File: config.mk
export PLATFORM = sky130hd
export DESIGN_NAME = wb_ram_arbiter
export DESIGN_NICKNAME = d
export VERILOG_FILES = /design/src/rtl/wb_ram_arbiter.sv
export SDC_FILE = /design/constraint.sdc
export NUM_CORES = 1
export LEC_CHECK = 0
export ABC_AREA = 0
export CAP_MARGIN = 20
export CORE_AREA = 2 2 119 121
export DETAILED_ROUTE_END_ITERATION = 10
export DIE_AREA = 0 0 121 123
export PLACE_DENSITY_LB_ADDON = 0.25
export SLEW_MARGIN = 10
export SYNTH_ARGS = -nofsm -noshare
export SYNTH_HDL_FRONTEND = slang
export SYNTH_SLANG_ARGS = --single-unit
File: constraint.sdc
create_clock -name wb_clk_i -period 2.2 [get_ports wb_clk_i]
set_input_delay 0.44 -clock wb_clk_i [delete_from_list [all_inputs] [get_ports wb_clk_i]]
set_output_delay 0.44 -clock wb_clk_i [all_outputs]
set_load 0.02 [all_outputs]
File: src/rtl/wb_ram_arbiter.sv
// Two-master Wishbone arbiter in front of the IRAM/DRAM RAM port: round-robin on contention,
// grant held until ack, with a watchdog that turns a silent slave into a bus error.
module wb_ram_arbiter #(
  parameter int unsigned ADDR_WIDTH     = 32,
  parameter int unsigned DATA_WIDTH     = 32,
  parameter int unsigned TIMEOUT_CYCLES = 16,
  parameter int unsigned CNT_WIDTH      = $clog2(TIMEOUT_CYCLES + 1)
) (
  input  logic                  wb_clk_i,
  input  logic                  rst_ni,
  input  logic [ADDR_WIDTH-1:0] m0_addr_i,
  input  logic [DATA_WIDTH-1:0] m0_wdata_i,
  input  logic                  m0_we_i,
  input  logic                  m0_stb_i,
  input  logic                  m0_cyc_i,
  output logic [DATA_WIDTH-1:0] m0_rdata_o,
  output logic                  m0_ack_o,
  output logic                  m0_err_o,
  input  logic [ADDR_WIDTH-1:0] m1_addr_i,
  input  logic [DATA_WIDTH-1:0] m1_wdata_i,
  input  logic                  m1_we_i,
  input  logic                  m1_stb_i,
  input  logic                  m1_cyc_i,
  output logic [DATA_WIDTH-1:0] m1_rdata_o,
  output logic                  m1_ack_o,
  output logic                  m1_err_o,
  output logic [ADDR_WIDTH-1:0] s_addr_o,
  output logic [DATA_WIDTH-1:0] s_wdata_o,
  output logic                  s_we_o,
  output logic                  s_stb_o,
  output logic                  s_cyc_o,
  input  logic [DATA_WIDTH-1:0] s_rdata_i,
  input  logic                  s_ack_i,
  output logic [1:0]            grant_o
);

  // Keep the counter at least one bit wide so a disabled watchdog still elaborates.
  localparam int unsigned   CntW       = (CNT_WIDTH > 0) ? CNT_WIDTH : 1;
  localparam logic [CntW-1:0] TimeoutVal = CntW'(TIMEOUT_CYCLES);
  localparam bit            WdEnable   = (TIMEOUT_CYCLES != 0);

  typedef enum logic {StIdle, StBusy} state_e;

  state_e          state_q, state_d;
  logic            owner_q, owner_d;
  logic            last_owner_q, last_owner_d;
  logic [CntW-1:0] wd_cnt_q, wd_cnt_d;

  logic req0, req1, busy, own_cyc, own_stb, timeout;

  assign req0    = m0_cyc_i & m0_stb_i;
  assign req1    = m1_cyc_i & m1_stb_i;
  assign busy    = (state_q == StBusy);
  assign own_cyc = owner_q ? m1_cyc_i : m0_cyc_i;
  assign own_stb = owner_q ? m1_stb_i : m0_stb_i;
  // An abort (owner dropped cyc) takes priority over the error; an ack beats both.
  assign timeout = WdEnable && busy && own_cyc && !s_ack_i && (wd_cnt_q == TimeoutVal);

  always_comb begin
    state_d      = state_q;
    owner_d      = owner_q;
    last_owner_d = last_owner_q;
    wd_cnt_d     = wd_cnt_q;
    unique case (state_q)
      StIdle: begin
        if (req0 || req1) begin
          owner_d  = (req0 && req1) ? ~last_owner_q : req1;
          wd_cnt_d = '0;
          state_d  = StBusy;
        end
      end
      StBusy: begin
        if (s_ack_i || !own_cyc || timeout) begin
          last_owner_d = owner_q;
          state_d      = StIdle;
        end else if (WdEnable) begin
          wd_cnt_d = wd_cnt_q + 1'b1;
        end
      end
      default: state_d = StIdle;
    endcase
  end

  always_ff @(posedge wb_clk_i or negedge rst_ni) begin
    if (!rst_ni) begin
      state_q      <= StIdle;
      owner_q      <= 1'b0;
      last_owner_q <= 1'b1;
      wd_cnt_q     <= '0;
    end else begin
      state_q      <= state_d;
      owner_q      <= owner_d;
      last_owner_q <= last_owner_d;
      wd_cnt_q     <= wd_cnt_d;
    end
  end

  always_comb begin
    s_addr_o   = '0;
    s_wdata_o  = '0;
    s_we_o     = 1'b0;
    s_stb_o    = 1'b0;
    s_cyc_o    = 1'b0;
    grant_o    = 2'b00;
    m0_ack_o   = 1'b0;
    m0_err_o   = 1'b0;
    m0_rdata_o = '0;
    m1_ack_o   = 1'b0;
    m1_err_o   = 1'b0;
    m1_rdata_o = '0;
    if (busy) begin
      grant_o   = owner_q ? 2'b10 : 2'b01;
      s_addr_o  = owner_q ? m1_addr_i : m0_addr_i;
      s_wdata_o = owner_q ? m1_wdata_i : m0_wdata_i;
      s_we_o    = owner_q ? m1_we_i : m0_we_i;
      s_cyc_o   = own_cyc & own_stb & ~timeout;
      s_stb_o   = own_cyc & own_stb & ~timeout;
      if (owner_q) begin
        m1_ack_o   = s_ack_i;
        m1_rdata_o = s_rdata_i;
        m1_err_o   = timeout;
      end else begin
        m0_ack_o   = s_ack_i;
        m0_rdata_o = s_rdata_i;
        m0_err_o   = timeout;
      end
    end
  end

endmodule

### Word-level counts from Yosys, hierarchy flattened

Index checks and enable logic that the tools add are counted.

| operators by class | value |
|---|---|
| add/sub/neg operators | 1 |
| multiply operators | 0 |
| divide/modulo/power cells | 0 |
| order comparisons | 0 |
| equality and inequality tests | 3 |
| shift-type cells | 0 |
| muxes and demuxes | 30 |
| bitwise logic cells | 7 |
| reductions and logical operators | 12 |

Operator list:

| cell | number |
|---|---|
| $mux 32 | 8 |
| $mux 1 | 16 |
| $mux 5 | 2 |
| $pmux 5 s2 | 1 |
| $reduce_and 2->1 | 3 |
| $add 5x1->5 const B | 1 |
| $eq 5x5->1 const B | 1 |
| $and 1x1->1 | 4 |
| $logic_and 1x1->1 | 4 |
| $mux 2 | 2 |
| $ne 2x2->1 const B | 2 |
| $logic_or 1x1->1 | 3 |
| $not 1->1 | 3 |
| $logic_not 1->1 | 2 |
| $pmux 1 s2 | 1 |

| storage, ports and cells | value |
|---|---|
| flip-flop bits (word level) | 8 |
| latch bits | 0 |
| RAM bits | 0 |
| memory bits (read-only) | 0 |
| bits of input ports | 169 |
| output and inout bits | 137 |
| word-level logic and storage cells | 57 |
| memories kept | 0 |

### Longest topological paths before layout

Gate-level depths: netlist of run 1.

| logic depth | value |
|---|---|
| word-level depth | 7 |
| mapped depth | 6 |
| gate-level depth less buffers | 5 |

### Worst setup path before layout of run 1

No wires, ideal clock.

| timing | value |
|---|---|
| path kind | register to output |
| start point | register state_q (netlist: busy) |
| end point | output port m0_err_o |
| arrival | 1.582 ns |
| data required time | 1.760 ns |
| slack | 0.178 ns |
| cell stages (with the launch flop) | 4 |
| buffers on the path | 1 |
| cell sequence | dfrtp_1 > clkbuf_1 > nor2b_1 > nor4b_1 |

| between the ends | value |
|---|---|
| cells in the longest elaborated chain, start to end | 5 |

Ends and longest elaborated chain:

| element | RTL line | source |
|---|---|---|
| start: declaration | 44 | `state_e state_q, state_d;` |
| start signal: assignment | 86 | `state_q <= StIdle;` |
| start signal: assignment | 91 | `state_q <= state_d;` |
| $logic_and 1x1->1 (3 in series) | 57 | `assign timeout = WdEnable && busy && own_cyc && !s_ack_i && (wd_cnt_q == TimeoutVal);` |
| $mux 1 | 118 | `if (owner_q) begin` |
| $mux 1 * | 111 | `if (busy) begin` |
| end: declaration | 18 | `output logic m0_err_o,` |

Every way passes the cells marked *; elsewhere a longest branch is shown, timed or not.

### Worst setup path in the final report of run 1

| timing | value |
|---|---|
| start point | register owner_q |
| end point | output port s_wdata_o[19] |

| between the ends | value |
|---|---|
| cells in the longest elaborated chain, start to end | 2 |

Ends and longest elaborated chain:

| element | RTL line | source |
|---|---|---|
| start: declaration | 45 | `logic owner_q, owner_d;` |
| start signal: assignment | 92 | `owner_q <= owner_d;` |
| $mux 32 | 114 | `s_wdata_o = owner_q ? m1_wdata_i : m0_wdata_i;` |
| $mux 32 | 111 |  |
| end: declaration | 28 | `output logic [DATA_WIDTH-1:0] s_wdata_o,` |

Every way passes these cells.

==> results of run 1 <==
power by group through the flow:
stage | clock network (mW) | registers (mW) | logic (mW)
5_1_grt | 0.336 | 0.274 | 3.00
4_1_cts | 0.329 | 0.264 | 2.83
6_report | 0.321 | 0.265 | 2.81
3_3_place_gp | 0 | 0.258 | 3.05
2_1_floorplan | 0 | 0.250 | 1.54
3_5_place_dp | 0 | 0.262 | 3.08
per-layer routing:
metal | global-route usage (%) | vias to the layer above
li1 | - | 1575
met1 | 18.1 | 1458
met2 | 26.9 | 125
met3 | 2.40 | 14
met4 | 3.56 | 0
met5 | 0 | -
state kept, by name, indices dropped and copies added (netlist names):
signal	flops
wd_cnt_q	5
busy	1
last_owner_q	1
owner_q	1
logic make-up after synthesis:
family	Yosys count
compound gates	12
buf+inv	34
flops	8
mux	69
fa+ha+maj	2
simple gates	156
critical path, stage by stage (launching register included):
cell	delay [ns]
dfrtp_4	0.51
buf_8	0.17
buf_12	0.16
mux2i_1	0.12
nor2b_1	0.12
dlygate4sd2_1	0.39
metrics by stage:
| step | setup WS (ns) | hold WS [ns] | instances |
|---|---|---|---|
| 2_1_floorplan | 0.178 | 0.144 | 281 |
| 3_3_place_gp | -0.395 | 0.551 | 762 |
| 3_5_place_dp | -0.414 | 0.575 | 762 |
| 4_1_cts | 0.0212 | 0.516 | 766 |
| 5_1_grt | -0.0134 | 0.539 | 766 |
| 6_report | 0.0549 | 0.514 | 766 |
timing repair:
action                                  CTS  global route
endpoints found under the setup margin  136            13
pin swaps                                 0             0
resized for setup                       152            15
setup buffers                             0             0
hold endpoints to repair                  0             0
final timing paths:
kind,to,slack (ns),cells after the start
max,s_wdata_o[19],0.05,5
min,wd_cnt_q[3],0.51,1
max reg2reg,wd_cnt_q[4],0.31,4
min reg2reg,wd_cnt_q[0],0.58,2
max in group asynchronous,owner_q,1.35,1
min in group wb_clk_i,wd_cnt_q[0],0.58,2
synthesized netlist by cell type, drive strengths merged (2+ instances only):
cell type and n:
and3 34, inv 4, o21ai 3, dfrtp 7, nor2b 66, nor2 2, o221ai 3, and2 33
or2 2, mux2i 68, ha 2, nand3 4, buf 7, nand2b 3, clkbuf 23, nand2 5
cell type report:
class,count,area [sq um],area share [%]
Timing Repair Buffer,331,3160,57.7
Multi-Input combinational cell,239,1790,32.7
Tap cell,180,225,4.11
Sequential cell,8,206,3.77
Clock buffer,4,78.8,1.44
Inverter,4,15.0,0.274
==> flow_summary.rst, run 1 <==
.. list-table::
   :header-rows: 1

   * - Metric
     - Value
   * - Portion of total power attributed to combinational logic
     - between 80 and 90%
   * - Setup Skew
     - 0.00109 ns
   * - YS warnings
     - 0
   * - Number of nets in the final layout
     - 758
   * - Antenna violations before repair
     - 0
   * - Seq cells post-synth
     - 8
   * - Number of nets still failing antenna checks after routing
     - 0
   * - Share of async-settable or async-resettable flops after synthesis
     - 100%
   * - Maximum VDD drop
     - 0.000383 V
   * - Worst setup path startpoint
     - owner_q
   * - Most frequent cells in the layout
     - 168 x clkdlybuf4s50_1, 125 x dlygate4sd2_1, 66 x nor2b_1
   * - Global-route usage over all layers
     - 14.8%
   * - Compound-gate portion of the synthesized area
     - 4.48%
   * - Area leader, netlist
     - mux2i_1
   * - Vert. Die Dim
     - 123 um
   * - Largest family of logic cells by synthesized area
     - simple AND/OR/NAND/NOR gates
   * - Buffers added on ports
     - 305
   * - Multiplexer share of the synthesized area
     - 32.6%
   * - Core Box Area
     - 13,600 sq um
   * - Routed wirelength normalized by instance count
     - between 15 and 20 um
   * - Clock tree from TritonCTS
     - done
   * - Portion of the post-synthesis area used by sequential elements
     - 9.48%
   * - Clock network fraction of design power
     - 9.5%
   * - Switching share of total power
     - 45.7%
   * - Startpoint type of the worst setup path
     - flop
   * - Clock transition time at the flip-flop clock pins of the worst setup and hold paths
     - 0.04 ns
   * - Leftover overflow at the end of global routing
     - 0
   * - TritonCTS Buffers
     - 3
   * - Final Hold Viols
     - 0
   * - Max-slew violations
     - 0
   * - Amount of wire on met2 after detailed routing
     - 6450 um
   * - Area Overhead vs Synth
     - 158%
   * - Number of levels in the clock H-tree
     - 1
   * - Via count
     - 3,172
   * - Start of the worst register-to-register path
     - owner_q
   * - Count of inserted antenna diode cells
     - 0
   * - Number of buffers on the longest clock path
     - 2
   * - Layout Cell Area excl Fill
     - 5480 sq um
   * - # IOs
     - 306
   * - Count of flip-flops with a built-in enable after synthesis
     - 0
   * - Clock tree root buffer cell
     - clkbuf_16
   * - Adder and majority cell fraction of the synthesized area
     - 1.18%
   * - Post-Route Setup TNS
     - 0 ns
   * - Relative max-transition margin
     - 71.3%
   * - Total power
     - roughly 3.4 mW
   * - Chip width
     - 121 um
   * - Clock insertion delay at the later pin of the skew report
     - 0.24 ns
   * - Post-synth top area share
     - 32.0%
   * - Final Cycle Share
     - between 90% and 100%
   * - Net Switching
     - ~1.6 mW
   * - Met3 wire length
     - between 800 and 900 um
   * - Number of standard cells after synthesis
     - 281
   * - Starting Density
     - between 10% and 20%
   * - Top routing layer used
     - met4
   * - Post-layout util
     - 40.3%
   * - Number of max-cap violations
     - 0
   * - Total number of clock tree sinks
     - 8
   * - Required @ worst endpoint
     - 1.76 ns
   * - Worst setup path class
     - reg2out
   * - Average vias per placed instance
     - 4.14
   * - Filler instances
     - 1,411
   * - 1st-pass router iterations
     - 4
   * - Worst-Margin Slew
     - 0.429 ns
   * - Top cells by area in the synthesized netlist
     - mux2i_1 32%, nor2b_1 19%, and3_1 10%
   * - Remaining design rule violation count
     - 0
   * - Post-placement cell area
     - 5560 sq um
   * - Met1 Routed Length
     - between 4000 and 5000 um
   * - Int Power
     - 1.84 mW
   * - Post-layout min period
     - 2.15 ns
   * - Type of the most critical hold path
     - in2async
   * - Fraction of layout cells with a size suffix above 1
     - 7.17%
   * - Hpwl dp
     - 10,400 um
   * - Number of nets in the synthesized netlist
     - 452
   * - Primary flip-flop cell chosen by synthesis mapping
     - dfrtp_1
   * - Setup repair after global routing missed its margin
     - true
   * - Vias in the first global route
     - just under 3,000
   * - Global placer's final weighted congestion
     - 0.883
   * - Post-Synthesis Mean Instance Area
     - 7.56 sq um
   * - Arrival time worst endpoint
     - 1.71 ns
   * - Xor/xnor cell area share of the yosys netlist
     - 0%
   * - Initial DRC count
     - 109
   * - Achievable Freq
     - 0.466 GHz
   * - Result of the run
     - finished, final reports clean
   * - Largest net degree at the start of global routing
     - 65
   * - Wire length of the first global-routing pass
     - 17,400 um
   * - Number of cell rows
     - 43
   * - PwrDens
     - 620 nW/um^2
   * - Post-Synth Simple-Gate Area
     - 45.6%
   * - Type of element capturing the critical path
     - output port
   * - Number of distinct library cell variants in the gate-level netlist after synthesis
     - 32
   * - Die area
     - 14,900 sq um
   * - Leakage power figure
     - 2.90 nW
   * - Relative contribution of sequential cells to total power
     - under 10%
   * - Count of endpoints failing setup in the final report
     - 0
   * - Total of hold buffers inserted after clock tree synthesis
     - 0
   * - Total length of routed wires
     - 12,400 um
   * - Post-Syn Area
     - roughly 2100 sq um
   * - Peak fanout along the critical path
     - 14
   * - Most common cell after layout, fill and taps aside
     - clkdlybuf4s50_1
No activity file was read; power rests on OpenSTA's default activity.
==> run 2, diff against run 1 <==
CTS_CLUSTER_DIAMETER = 100   (was unset)
SLEW_MARGIN = 20   (was 10)
==> results of run 2 <==
Final layout, timing and power as in run 1 (identical DEF).
